--- src/rtl/nanorv32_wb_stage.sv ---
// Write-back stage: registered ALU results on regfile port 1, aligned load data on port 2,
// one outstanding load, and read-after-write hazard reporting back to decode.
module nanorv32_wb_stage #(
  parameter int unsigned DATA_W = 32,
  parameter int unsigned SEL_W  = 5
) (
  input  logic              clk,
  input  logic              rst_n,
  input  logic              alu_valid,
  input  logic [SEL_W-1:0]  alu_rd_sel,
  input  logic [DATA_W-1:0] alu_result,
  input  logic              ld_issue,
  input  logic [SEL_W-1:0]  ld_rd_sel,
  input  logic [2:0]        ld_funct3,
  input  logic [1:0]        ld_addr_lsb,
  input  logic              dmem_rvalid,
  input  logic [DATA_W-1:0] dmem_rdata,
  input  logic [SEL_W-1:0]  sel_porta,
  input  logic [SEL_W-1:0]  sel_portb,
  output logic [SEL_W-1:0]  sel_rd,
  output logic [DATA_W-1:0] rd,
  output logic              write_rd,
  output logic [SEL_W-1:0]  sel_rd2,
  output logic [DATA_W-1:0] rd2,
  output logic              write_rd2,
  output logic              ld_ready,
  output logic              load_pending,
  output logic              hazard,
  output logic              wb_err
);

  typedef enum logic {StIdle, StWait} state_e;

  state_e            r_state, w_state_d;
  logic [SEL_W-1:0]  r_ld_sel;
  logic [2:0]        r_ld_f3;
  logic [1:0]        r_ld_lsb;
  logic [SEL_W-1:0]  r_sel_rd, r_sel_rd2;
  logic [DATA_W-1:0] r_rd, r_rd2;
  logic              r_write_rd, r_write_rd2, r_wb_err;

  logic              w_accept, w_complete, w_proto_err;
  logic              w_wr1, w_wr2;
  logic [7:0]        w_byte;
  logic [15:0]       w_half;
  logic [DATA_W-1:0] w_ld_data;
  logic              w_ld_err;
  logic              w_haz_a, w_haz_b;

  always_comb begin
    w_state_d   = r_state;
    w_accept    = 1'b0;
    w_complete  = 1'b0;
    w_proto_err = 1'b0;
    unique case (r_state)
      StIdle: begin
        if (ld_issue) begin
          w_accept  = 1'b1;
          w_state_d = StWait;
        end
        // A response with nothing outstanding is dropped.
        if (dmem_rvalid) w_proto_err = 1'b1;
      end
      StWait: begin
        if (dmem_rvalid) begin
          w_complete = 1'b1;
          w_state_d  = StIdle;
        end
        if (ld_issue) w_proto_err = 1'b1;
      end
      default: w_state_d = StIdle;
    endcase
  end

  always_comb begin
    w_byte    = dmem_rdata[8*r_ld_lsb +: 8];
    w_half    = r_ld_lsb[1] ? dmem_rdata[31:16] : dmem_rdata[15:0];
    w_ld_data = dmem_rdata;
    w_ld_err  = 1'b0;
    case (r_ld_f3)
      3'b000: w_ld_data = {{(DATA_W-8){w_byte[7]}}, w_byte};
      3'b100: w_ld_data = {{(DATA_W-8){1'b0}}, w_byte};
      3'b001: begin
        w_ld_data = {{(DATA_W-16){w_half[15]}}, w_half};
        w_ld_err  = r_ld_lsb[0];
      end
      3'b101: begin
        w_ld_data = {{(DATA_W-16){1'b0}}, w_half};
        w_ld_err  = r_ld_lsb[0];
      end
      3'b010:  w_ld_err = (r_ld_lsb != 2'b00);
      default: w_ld_err = 1'b1;
    endcase
  end

  // On a same-register collision the younger ALU write wins.
  assign w_wr1 = alu_valid && (alu_rd_sel != '0);
  assign w_wr2 = w_complete && (r_ld_sel != '0) && !(w_wr1 && (alu_rd_sel == r_ld_sel));

  always_ff @(posedge clk or negedge rst_n) begin
    if (!rst_n) begin
      r_state     <= StIdle;
      r_ld_sel    <= '0;
      r_ld_f3     <= '0;
      r_ld_lsb    <= '0;
      r_sel_rd    <= '0;
      r_rd        <= '0;
      r_write_rd  <= 1'b0;
      r_sel_rd2   <= '0;
      r_rd2       <= '0;
      r_write_rd2 <= 1'b0;
      r_wb_err    <= 1'b0;
    end else begin
      r_state     <= w_state_d;
      r_write_rd  <= w_wr1;
      r_write_rd2 <= w_wr2;
      r_wb_err    <= r_wb_err | w_proto_err | (w_complete & w_ld_err);
      if (w_accept) begin
        r_ld_sel <= ld_rd_sel;
        r_ld_f3  <= ld_funct3;
        r_ld_lsb <= ld_addr_lsb;
      end
      if (w_wr1) begin
        r_sel_rd <= alu_rd_sel;
        r_rd     <= alu_result;
      end
      if (w_wr2) begin
        r_sel_rd2 <= r_ld_sel;
        r_rd2     <= w_ld_data;
      end
    end
  end

  always_comb begin
    w_haz_a = (sel_porta != '0) &&
              (((r_state == StWait) && (sel_porta == r_ld_sel)) ||
               (r_write_rd && (sel_porta == r_sel_rd)) ||
               (r_write_rd2 && (sel_porta == r_sel_rd2)));
    w_haz_b = (sel_portb != '0) &&
              (((r_state == StWait) && (sel_portb == r_ld_sel)) ||
               (r_write_rd && (sel_portb == r_sel_rd)) ||
               (r_write_rd2 && (sel_portb == r_sel_rd2)));
  end

  assign sel_rd       = r_sel_rd;
  assign rd           = r_rd;
  assign write_rd     = r_write_rd;
  assign sel_rd2      = r_sel_rd2;
  assign rd2          = r_rd2;
  assign write_rd2    = r_write_rd2;
  // Held low while reset is asserted so every output reads 0 in reset.
  assign ld_ready     = rst_n && (r_state == StIdle);
  assign load_pending = (r_state == StWait);
  assign hazard       = w_haz_a || w_haz_b;
  assign wb_err       = r_wb_err;

endmodule

--- config.mk ---
export PLATFORM = sky130hd
export DESIGN_NAME = nanorv32_wb_stage
export DESIGN_NICKNAME = d
export VERILOG_FILES = /design/src/rtl/nanorv32_wb_stage.sv
export SDC_FILE = /design/constraint.sdc
export NUM_CORES = 1
export LEC_CHECK = 0
export ABC_AREA = 1
export BUFFER_PORTS_ARGS = -buffer_cell sky130_fd_sc_hd__buf_4
export CAP_MARGIN = 10
export CORE_ASPECT_RATIO = 1.1
export CORE_MARGIN = 4
export CORE_UTILIZATION = 35
export DETAILED_ROUTE_END_ITERATION = 16
export SLEW_MARGIN = 20
export SYNTH_ARGS = -nofsm -noshare
export SYNTH_HDL_FRONTEND = slang
export SYNTH_SLANG_ARGS = --single-unit
--- constraint.sdc ---
create_clock -name clk -period 1.55 [get_ports clk]
set_input_delay 0.31 -clock clk [delete_from_list [all_inputs] [get_ports clk]]
set_output_delay 0.31 -clock clk [all_outputs]
set_load 0.005 [all_outputs]
==> results of run 1 <==
power by group:
group	leakage (nW)	internal, mW	switching [mW]
clock	0.139	1.13	0.923
sequential	1.07	2.79	0.432
combinational	2.82	1.45	1.50
total	4.03	5.38	2.86
cell type report:
class / instances / area, sq um / share of cell area
inverter: 58 / 218 / 0.0311
multi-input combinational: 524 / 2330 / 0.334
timing repair buffer: 206 / 1720 / 0.246
clock buffer: 11 / 243 / 0.0347
sequential: 88 / 2210 / 0.316
clock inverter: 5 / 32.5 / 0.00465
tap: 188 / 235 / 0.0337
how the worst min path moves through the flow:
stage	startpoint	end
global placement	rst_n	rd2[10]$_DFFE_PN0P_
finish	rst_n	rd2[11]$_DFFE_PN0P_
detailed placement	rst_n	rd2[11]$_DFFE_PN0P_
floorplan	rst_n	load_pending$_DFF_PN0_
CTS	rst_n	rd2[11]$_DFFE_PN0P_
global route	rst_n	rd2[11]$_DFFE_PN0P_
placed cells by master (no fill, tap or decap), drive strengths merged:
master	instances
nand2	333
buf	201
dfrtp	88
nand3	83
inv	58
nor2	56
o21ai	21
clkbuf	16
a21oi	13
a21o	7
clkinv	5
xor2	3
nand4	2
nor3	2
xnor2	1
o211ai	1
nand3b	1
mux2	1
flip-flops by register name, summed over array words and instances, names as in the netlist:
name / flops
write_rd: 1
rd2: 32
wb_err: 1
load_pending: 1
sel_rd2: 5
r_ld_sel: 5
rd: 32
sel_rd: 5
r_ld_lsb: 2
r_ld_f3: 3
write_rd2: 1
what timing repair did:
item / 4_1_cts / 5_1_grt
resized for setup: 5 / 18
pin swaps: 0 / 11
endpoints found under the setup margin: 1 / 39
cloned: 0 / 8
buffers inserted: 0 / 1
stage by stage:
step	area [sq um]	std cells
floorplan	4940	701
global placement	6480	1055
detailed placement	6480	1055
CTS	6760	1071
global route	6990	1080
finish	6990	1080
worst max-delay path, stage by stage, from the launching register on:
cell and delay, ns:
dfrtp_1 0.46, inv_1 0.08, nand2_1 0.07, nand2_1 0.05, nor2_1 0.11, nand3_1 0.09, nand3_1 0.10, nand2_1 0.05
nand2_1 0.06, buf_4 0.10
per-layer routing:
layer | part of all wire | routed length (um) | GRT usage
met2 | 0.50 | 8520 | 0.335
met1 | 0.43 | 7400 | 0.256
met5 | 0 | 0 | 0
met4 | 0.022 | 382 | 0.0704
met3 | 0.047 | 806 | 0.0312
cell families (layout without fill, tap and decap cells):
group	Yosys count	in the layout	share of synthesized area
and+or+nand+nor	477	477	0.406
muxes	1	1	0.00228
AOI/OAI and AO/OA	42	42	0.0484
xor gates and xnor gates	4	4	0.00709
DFF	88	88	0.446
buffers and inverters	89	280	0.0909
==> impl_metrics.env, run 1 <==
export IMPL_status="finished with violations"
export IMPL_violations="setup timing"
export IMPL_setup_ws_ns=-0.269
export IMPL_critical_path_arrival_ns=1.51
export IMPL_finalCritPeriodShare=1.17
export IMPL_worstHoldPathType="primary input to async pin"
export IMPL_synth_top_area_share=0.446
export IMPL_r2r_start="r_ld_sel[2]$_DFFE_PN0P_"
export IMPL_finalHoldWorstSlack_ns=0.0604
export IMPL_power_leakage_nw=4.03
export IMPL_die_h_um=133
export IMPL_tightest_slew_ns=0.488
export IMPL_place_gp_congestion=0.910
export IMPL_die_area_sq_um=16100
export IMPL_drtIter0Drc=379
export IMPL_grt_overflow_total=0
export IMPL_critPathRequiredTime_ns=1.24
export IMPL_cp_startpoint="sel_rd2[4]$_DFFE_PN0P_"
export IMPL_tns_ns=-0.660
export IMPL_grtUsageTotal=0.198
export IMPL_synthFlopType="dfrtp_1"
export IMPL_critPathCaptureType="primary output"
export IMPL_core_rowCount=45
export IMPL_r2r_end="sel_rd2[3]$_DFFE_PN0P_"
export IMPL_syn_to_final_growth_pct=41.5
export IMPL_cts_max_path_buffers=2
export IMPL_antenna_found_initial=0
export IMPL_drt_wirelength_per_cell_um=15.8
export IMPL_fin_nets=981
export IMPL_grt_pass1_vias=4801
export IMPL_cts_tree="yes"
export IMPL_yosysUniqueCellTypes=28
export IMPL_cts_max_level=3
export IMPL_firstDrtPassIters=6
export IMPL_clock_latency_ns=0.34
export IMPL_period_needed_ns=1.82
export IMPL_setup_viol=24
export IMPL_synth_seq_area_share=0.446
export IMPL_synth_most_common_cell="nand2_1"
export IMPL_hold_viol=0
export IMPL_total_power_mw=8.23
export IMPL_synthTopCellsByArea="dfrtp_1 45%, nand2_1 25%, nand3_1 7.7%, nor2_1 4.2%, inv_1 4.0%"
export IMPL_viasPerCell=4.71
export IMPL_cts_sinks=88
export IMPL_skew_ns=0.00531
export IMPL_clk_pin_slew_worst_paths_ns=0.06
export IMPL_place_ws_ns=0.0213
export IMPL_drv_slew=0
export IMPL_syn_instance_count=701
export IMPL_synth_seq_cells=88
export IMPL_irDropWorstVdd_mv=0.634
export IMPL_max_cap_violations=0
export IMPL_yosys_warnings=0
export IMPL_grt_max_degree=89
export IMPL_dp_hpwl_mm=11.9
export IMPL_port_buffer_count=173
export IMPL_start_util=0.358
export IMPL_crit_end="hazard"
export IMPL_worst_setup_path_type="flop to primary output"
export IMPL_rrSetupSlack_ns=-0.04
export IMPL_worstRegToRegCells=8
export IMPL_postCtsHoldBufs=0
export IMPL_synth_edff_count=0
export IMPL_vias=5085
export IMPL_power_density_nw_per_um2=1180
export IMPL_fin_util=0.507
export IMPL_path_max_fanout=5
export IMPL_detail_route_antenna_nets=0
export IMPL_core_area_sq_um=13800
export IMPL_num_io_pins=174
export IMPL_start_kind="flop"
export IMPL_antenna_cells=0
export IMPL_drc=0
export IMPL_relSlewSlack=0.675
export IMPL_max_freq_mhz=550
export IMPL_grt_pass1_wl_mm=25.1
export IMPL_synthArstFlopShare=1.00
export IMPL_syn_area_per_cell_sq_um=7.05
export IMPL_rsz0062_at_grt="true"
export IMPL_netlist_area_sq_um=4940
export IMPL_yosys_top_cells_count="327 x nand2_1, 88 x dfrtp_1, 76 x nand3_1"
export IMPL_root_buffer="clkbuf_16"
export IMPL_cts_buffers=9
export IMPL_fillers=1410
export IMPL_fp_dieW_um=121
export IMPL_routed_wl_mm=17.1
export IMPL_syn_nets=795
export IMPL_drive_gt1_frac=0.291
export IMPL_netlist_top_cell_by_area="dfrtp_1"
(Power assumes the default switching activity.)
==> run 2: changes to the inputs <==
Settings changed: ABC_AREA 1 to 0.
==> run 2 against run 1 <==
The flow still finishes with violations (setup timing). Fmax shrank 7.1%. Critical path depth shrank 3. Sequential share of layout area increased by 1.0 points. Cell area shrank 3.3%. Non-clock buffer count up 26. Worst setup slack lost 0.14 ns. Clock skew fell by 0.0011 ns. First-iteration DRC count shrank 52%. Utilization grew 2.6 points. Critical endpoint unchanged. Largest power group is now combinational logic. Highest routed layer unchanged.
==> impl_metrics.env, run 2 <==
export IMPL_status="finished with violations"
export IMPL_violations="setup timing"
export IMPL_cts_max_level=3
export IMPL_yosys_top_cells_count="118 x nand2_1, 88 x dfrtp_1, 28 x mux2_2, 28 x xnor2_1, 23 x a22o_1"
export IMPL_clock_latency_ns=0.34
export IMPL_yosys_warnings=0
export IMPL_synth_seq_area_share=0.484
export IMPL_place_gp_congestion=0.827
export IMPL_antenna_found_initial=0
export IMPL_syn_instance_count=434
export IMPL_root_buffer="clkbuf_16"
export IMPL_grt_max_degree=89
export IMPL_cts_tree="yes"
export IMPL_core_rowCount=43
export IMPL_place_ws_ns=-0.558
export IMPL_period_needed_ns=1.96
export IMPL_synthArstFlopShare=1.00
export IMPL_synth_edff_count=0
export IMPL_synthTopCellsByArea="dfrtp_1 48%, nand2_1 9.7%, mux2_2 6.9%, xnor2_1 5.4%, mux2i_1 4.6%"
export IMPL_syn_to_final_growth_pct=48.5
export IMPL_skew_ns=0.00422
export IMPL_fillers=1148
export IMPL_num_io_pins=174
export IMPL_routed_wl_mm=13.5
export IMPL_port_buffer_count=173
export IMPL_power_density_nw_per_um2=1390
export IMPL_drc=0
export IMPL_yosysUniqueCellTypes=40
export IMPL_layout_common_cells="223 x buf_4, 118 x nand2_1, 86 x dfrtp_1"
export IMPL_syn_area_per_cell_sq_um=10.5
export IMPL_cts_buffers=9
export IMPL_critPathCaptureType="primary output"
export IMPL_drv_slew=0
export IMPL_syn_nets=528
export IMPL_synth_seq_cells=88
export IMPL_viasPerCell=5.01
export IMPL_placed_area_sq_um=6310
export IMPL_power_leakage_nw=3.38
export IMPL_finalHoldWorstSlack_ns=0.0156
export IMPL_grtUsageTotal=0.186
export IMPL_die_area_sq_um=14900
export IMPL_dp_hpwl_mm=10.3
export IMPL_critPathRequiredTime_ns=1.24
export IMPL_core_area_sq_um=12700
export IMPL_layout_commonest_cell="buf_4"
export IMPL_irDropWorstVdd_mv=0.494
export IMPL_grt_overflow_total=0
export IMPL_finalCritPeriodShare=1.26
export IMPL_vias=4048
export IMPL_tightest_slew_ns=0.611
export IMPL_cts_sinks=88
export IMPL_start_kind="flop"
export IMPL_path_max_fanout=3
export IMPL_synth_top_area_share=0.484
export IMPL_fin_util=0.533
export IMPL_die_h_um=128
export IMPL_netlist_area_sq_um=4550
export IMPL_design_area_sq_um=6760
export IMPL_relSlewSlack=0.592
export IMPL_grt_pass1_vias=4238
export IMPL_postCtsHoldBufs=0
export IMPL_drt_wirelength_per_cell_um=16.7
export IMPL_synth_most_common_cell="nand2_1"
export IMPL_drtIter0Drc=182
export IMPL_drive_gt1_frac=0.464
export IMPL_firstDrtPassIters=5
export IMPL_critical_path_arrival_ns=1.65
export IMPL_grt_pass1_wl_mm=21.5
export IMPL_clk_pin_slew_worst_paths_ns=0.06
export IMPL_synthFlopType="dfrtp_1"
export IMPL_fin_nets=740
export IMPL_max_cap_violations=0
export IMPL_detail_route_antenna_nets=0
export IMPL_max_freq_mhz=511
export IMPL_netlist_top_cell_by_area="dfrtp_1"
export IMPL_fp_dieW_um=117
export IMPL_setup_ws_ns=-0.407
export IMPL_setup_viol=39
export IMPL_cts_max_path_buffers=2
export IMPL_worst_setup_path_type="flop to primary output"
export IMPL_hold_viol=0
export IMPL_start_util=0.359
export IMPL_rsz0062_at_grt="true"
export IMPL_antenna_cells=0
export IMPL_worstHoldPathType="primary input to async pin"
## run 2: layout make-up
type	instances	area, sq um	area share
multi-input cells	305	2220	0.328
flip-flops and latches	88	2200	0.326
repair buffers	232	1790	0.265
clock buffers	11	233	0.0344
well taps	157	196	0.0291
clock inverters	5	81.3	0.0120
inverters	10	37.5	0.00555
## run 2: timing repair
| action | in CTS | in global routing |
|---|---|---|
| cloned | 0 | 0 |
| setup endpoints to repair | 38 | 40 |
| gates resized for setup | 8 | 8 |
| buffers inserted | 8 | 1 |
| pin swaps | 4 | 1 |
## run 2: cell families (layout without fill, tap and decap cells)
logic type / count (synthesis) / after routing / share of synthesized area
AND/OR/NAND/NOR: 150 / 150 / 0.140
flip-flops: 88 / 88 / 0.484
multiplexers: 63 / 63 / 0.163
AO/OA/AOI/OAI: 57 / 57 / 0.104
buffers and inverters: 41 / 258 / 0.0423
XOR/XNOR: 35 / 35 / 0.0673
## run 2: worst max-delay path, stage by stage, from the launching register on
cell and delay (ns):
dfrtp_1 0.40, buf_6 0.14, xnor2_1 0.12, nand4_1 0.09
o22ai_1 0.08, a221o_1 0.34, buf_4 0.15
## run 2: path summary, 6_finish.rpt
path	cells past startpoint	end	start	slack (ns)
max	6	hazard	r_ld_sel[2]$_DFFE_PN0P_	-0.41
min	2	rd2[27]$_DFFE_PN0P_	rst_n	0.02
max reg2reg	6	rd2[21]$_DFFE_PN0P_	r_ld_sel[3]$_DFFE_PN0P_	-0.36
min reg2reg	2	rd[24]$_DFFE_PN0P_	rd[24]$_DFFE_PN0P_	0.47
max in group asynchronous	2	sel_rd[3]$_DFFE_PN0P_	rst_n	1.14
min in group clk	3	rd[8]$_DFFE_PN0P_	alu_result[8]	0.15
## run 2: where the power goes
group,switching (mW),internal (mW),leakage (nW)
Combinational,1.41,2.25,2.17
Clock,0.917,1.41,0.150
Sequential,0.508,2.94,1.06
## run 2: stage by stage
step / total power, mW / std cells / setup TNS [ns]
finish: 9.43 / 808 / -11.88
global route: 10.0 / 808 / -14.33
detailed placement: 7.04 / 783 / -26.04
global placement: 6.96 / 783 / -24.76
floorplan: 5.13 / 434 / -11.50
CTS: 9.51 / 807 / -12.25
## run 2: per-layer routing
| metal | up-vias | GRT usage | wire (um) |
|---|---|---|---|
| met1 | 1952 | 0.231 | 5540 |
| met2 | 157 | 0.297 | 6430 |
| met5 | - | 0 | 0 |
| met3 | 27 | 0.0545 | 1150 |
| met4 | 0 | 0.0823 | 387 |
| li1 | 1912 | - | - |
==> run 3: changes to the inputs <==
Settings changed: REMOVE_ABC_BUFFERS set to 1.
==> run 3 against run 2 <==
The run still ends with setup timing left. Register-to-register slack improved by 0.02 ns. Largest cell class unchanged. First-iteration DRC count decreased by 6.0%. Fmax grew 1.9%. Final cell count unchanged. Global-route usage fell by 0.18 points. Non-clock buffer count is 1 higher. Critical path depth did not move. Sequential cell count is the same.
==> impl_metrics.env, run 3 (synthesized netlist as in run 2, its figures left out) <==
export IMPL_critical_path_arrival_ns=1.61
export IMPL_max_freq_mhz=521
export IMPL_rsz0062_at_grt="true"
export IMPL_cts_buffers=9
export IMPL_core_area_sq_um=12700
export IMPL_start_kind="flop"
export IMPL_setup_ws_ns=-0.371
export IMPL_cp_startpoint="r_ld_sel[1]$_DFFE_PN0P_"
export IMPL_die_h_um=128
export IMPL_port_buffer_count=173
export IMPL_relSlewSlack=0.550
export IMPL_layout_common_cells="220 x buf_4, 118 x nand2_1, 85 x dfrtp_1"
export IMPL_drtIter0Drc=171
export IMPL_clock_latency_ns=0.33
export IMPL_drc=0
export IMPL_critPathRequiredTime_ns=1.24
export IMPL_root_buffer="clkbuf_16"
export IMPL_cts_max_level=3
export IMPL_skew_ns=0.00461
export IMPL_finalCritPeriodShare=1.24
export IMPL_irDropWorstVdd_mv=0.493
export IMPL_start_util=0.359
export IMPL_antenna_found_initial=0
export IMPL_worstHoldPathType="primary input to async pin"
export IMPL_grt_max_degree=89
export IMPL_drive_gt1_frac=0.467
export IMPL_layout_commonest_cell="buf_4"
export IMPL_grt_pass1_vias=4116
export IMPL_core_rowCount=43
export IMPL_viasPerCell=4.94
export IMPL_drv_slew=0
export IMPL_path_max_fanout=5
export IMPL_power_density_nw_per_um2=1350
export IMPL_routed_wl_mm=14.0
export IMPL_clk_pin_slew_worst_paths_ns=0.06
export IMPL_max_cap_violations=0
export IMPL_vias=3989
export IMPL_hold_viol=0
export IMPL_cts_tree="yes"
export IMPL_grt_pass1_wl_mm=21.4
export IMPL_dp_hpwl_mm=10.3
export IMPL_status="finished with violations"
export IMPL_r2r_start="r_ld_sel[3]$_DFFE_PN0P_"
export IMPL_setup_viol=39
export IMPL_drt_wirelength_per_cell_um=17.3
export IMPL_place_gp_congestion=0.808
export IMPL_grtUsageTotal=0.184
export IMPL_critPathCaptureType="primary output"
export IMPL_fp_dieW_um=117
export IMPL_num_io_pins=174
export IMPL_violations="setup timing"
export IMPL_antenna_cells=0
export IMPL_postCtsHoldBufs=0
export IMPL_period_needed_ns=1.92
export IMPL_grt_overflow_total=0
export IMPL_power_leakage_nw=3.37
export IMPL_worst_setup_path_type="flop to primary output"
export IMPL_final_cells=808
export IMPL_syn_to_final_growth_pct=48.1
export IMPL_cts_max_path_buffers=2
export IMPL_die_area_sq_um=14900
export IMPL_dp_cells=783
export IMPL_fin_nets=741
export IMPL_place_ws_ns=-0.605
export IMPL_firstDrtPassIters=5
export IMPL_cts_sinks=88
export IMPL_tightest_slew_ns=0.673
export IMPL_detail_route_antenna_nets=0
run 3: power breakdown:
group	total [mW]	switching [mW]	internal (mW)
registers	3.40	0.466	2.94
clock network	1.92	0.852	1.07
logic	3.76	1.47	2.29
run 3: worst max-delay path, stage by stage, from the launching register on:
cell and delay [ns]:
dfrtp_1 0.39, buf_6 0.14, xnor2_1 0.13, nand2_1 0.09
o22ai_2 0.09, a221o_1 0.31, buf_4 0.14
run 3: timing repair:
item	in CTS	in global routing
cloned	0	3
endpoints found under the setup margin	38	41
resized for setup	8	12
buffers inserted	3	4
endpoints found under the hold margin	0	0
pin swaps	6	2
run 3: per-stage QoR:
stage | setup TNS [ns] | total power [mW] | utilization | cell area [sq um] | hold slack (ns)
6_report | -11.79 | 9.09 | 0.531 | 6750 | 0.0696
3_3_place_gp | -26.97 | 6.99 | 0.497 | 6310 | 0.437
4_1_cts | -10.87 | 9.11 | 0.522 | 6620 | 0.0842
5_1_grt | -14.15 | 9.65 | 0.531 | 6750 | 0.0983
3_5_place_dp | -29.10 | 7.09 | 0.497 | 6310 | 0.440
2_1_floorplan | -122.28 | 5.02 | - | 4400 | 0.0144
run 3: per-layer routing:
metal	wire length [um]	GRT usage
met5	0	0
met2	7290	0.313
met1	5800	0.233
met4	312	0.0648
met3	616	0.0336
run 3: final timing paths:
path | endpoint | cells after the start | slack [ns]
worst min-delay path | rd[17]$_DFFE_PN0P_ | 2 | 0.07
worst max register to register | rd2[22]$_DFFE_PN0P_ | 7 | -0.34
min in group clk | rd[3]$_DFFE_PN0P_ | 3 | 0.17
worst max-delay path | hazard | 6 | -0.37
worst min register to register | rd[19]$_DFFE_PN0P_ | 2 | 0.48
max in group asynchronous | r_ld_sel[0]$_DFFE_PN0P_ | 2 | 1.11
run 3: area by class of cell:
type / instances / area (sq um)
clock buffer: 11 / 233
inverter: 10 / 37.5
clock inverter: 4 / 22.5
multi-input combinational: 305 / 2210
tap: 157 / 196
sequential: 88 / 2210
fill: 1174 / 5950
timing repair buffer: 233 / 1840
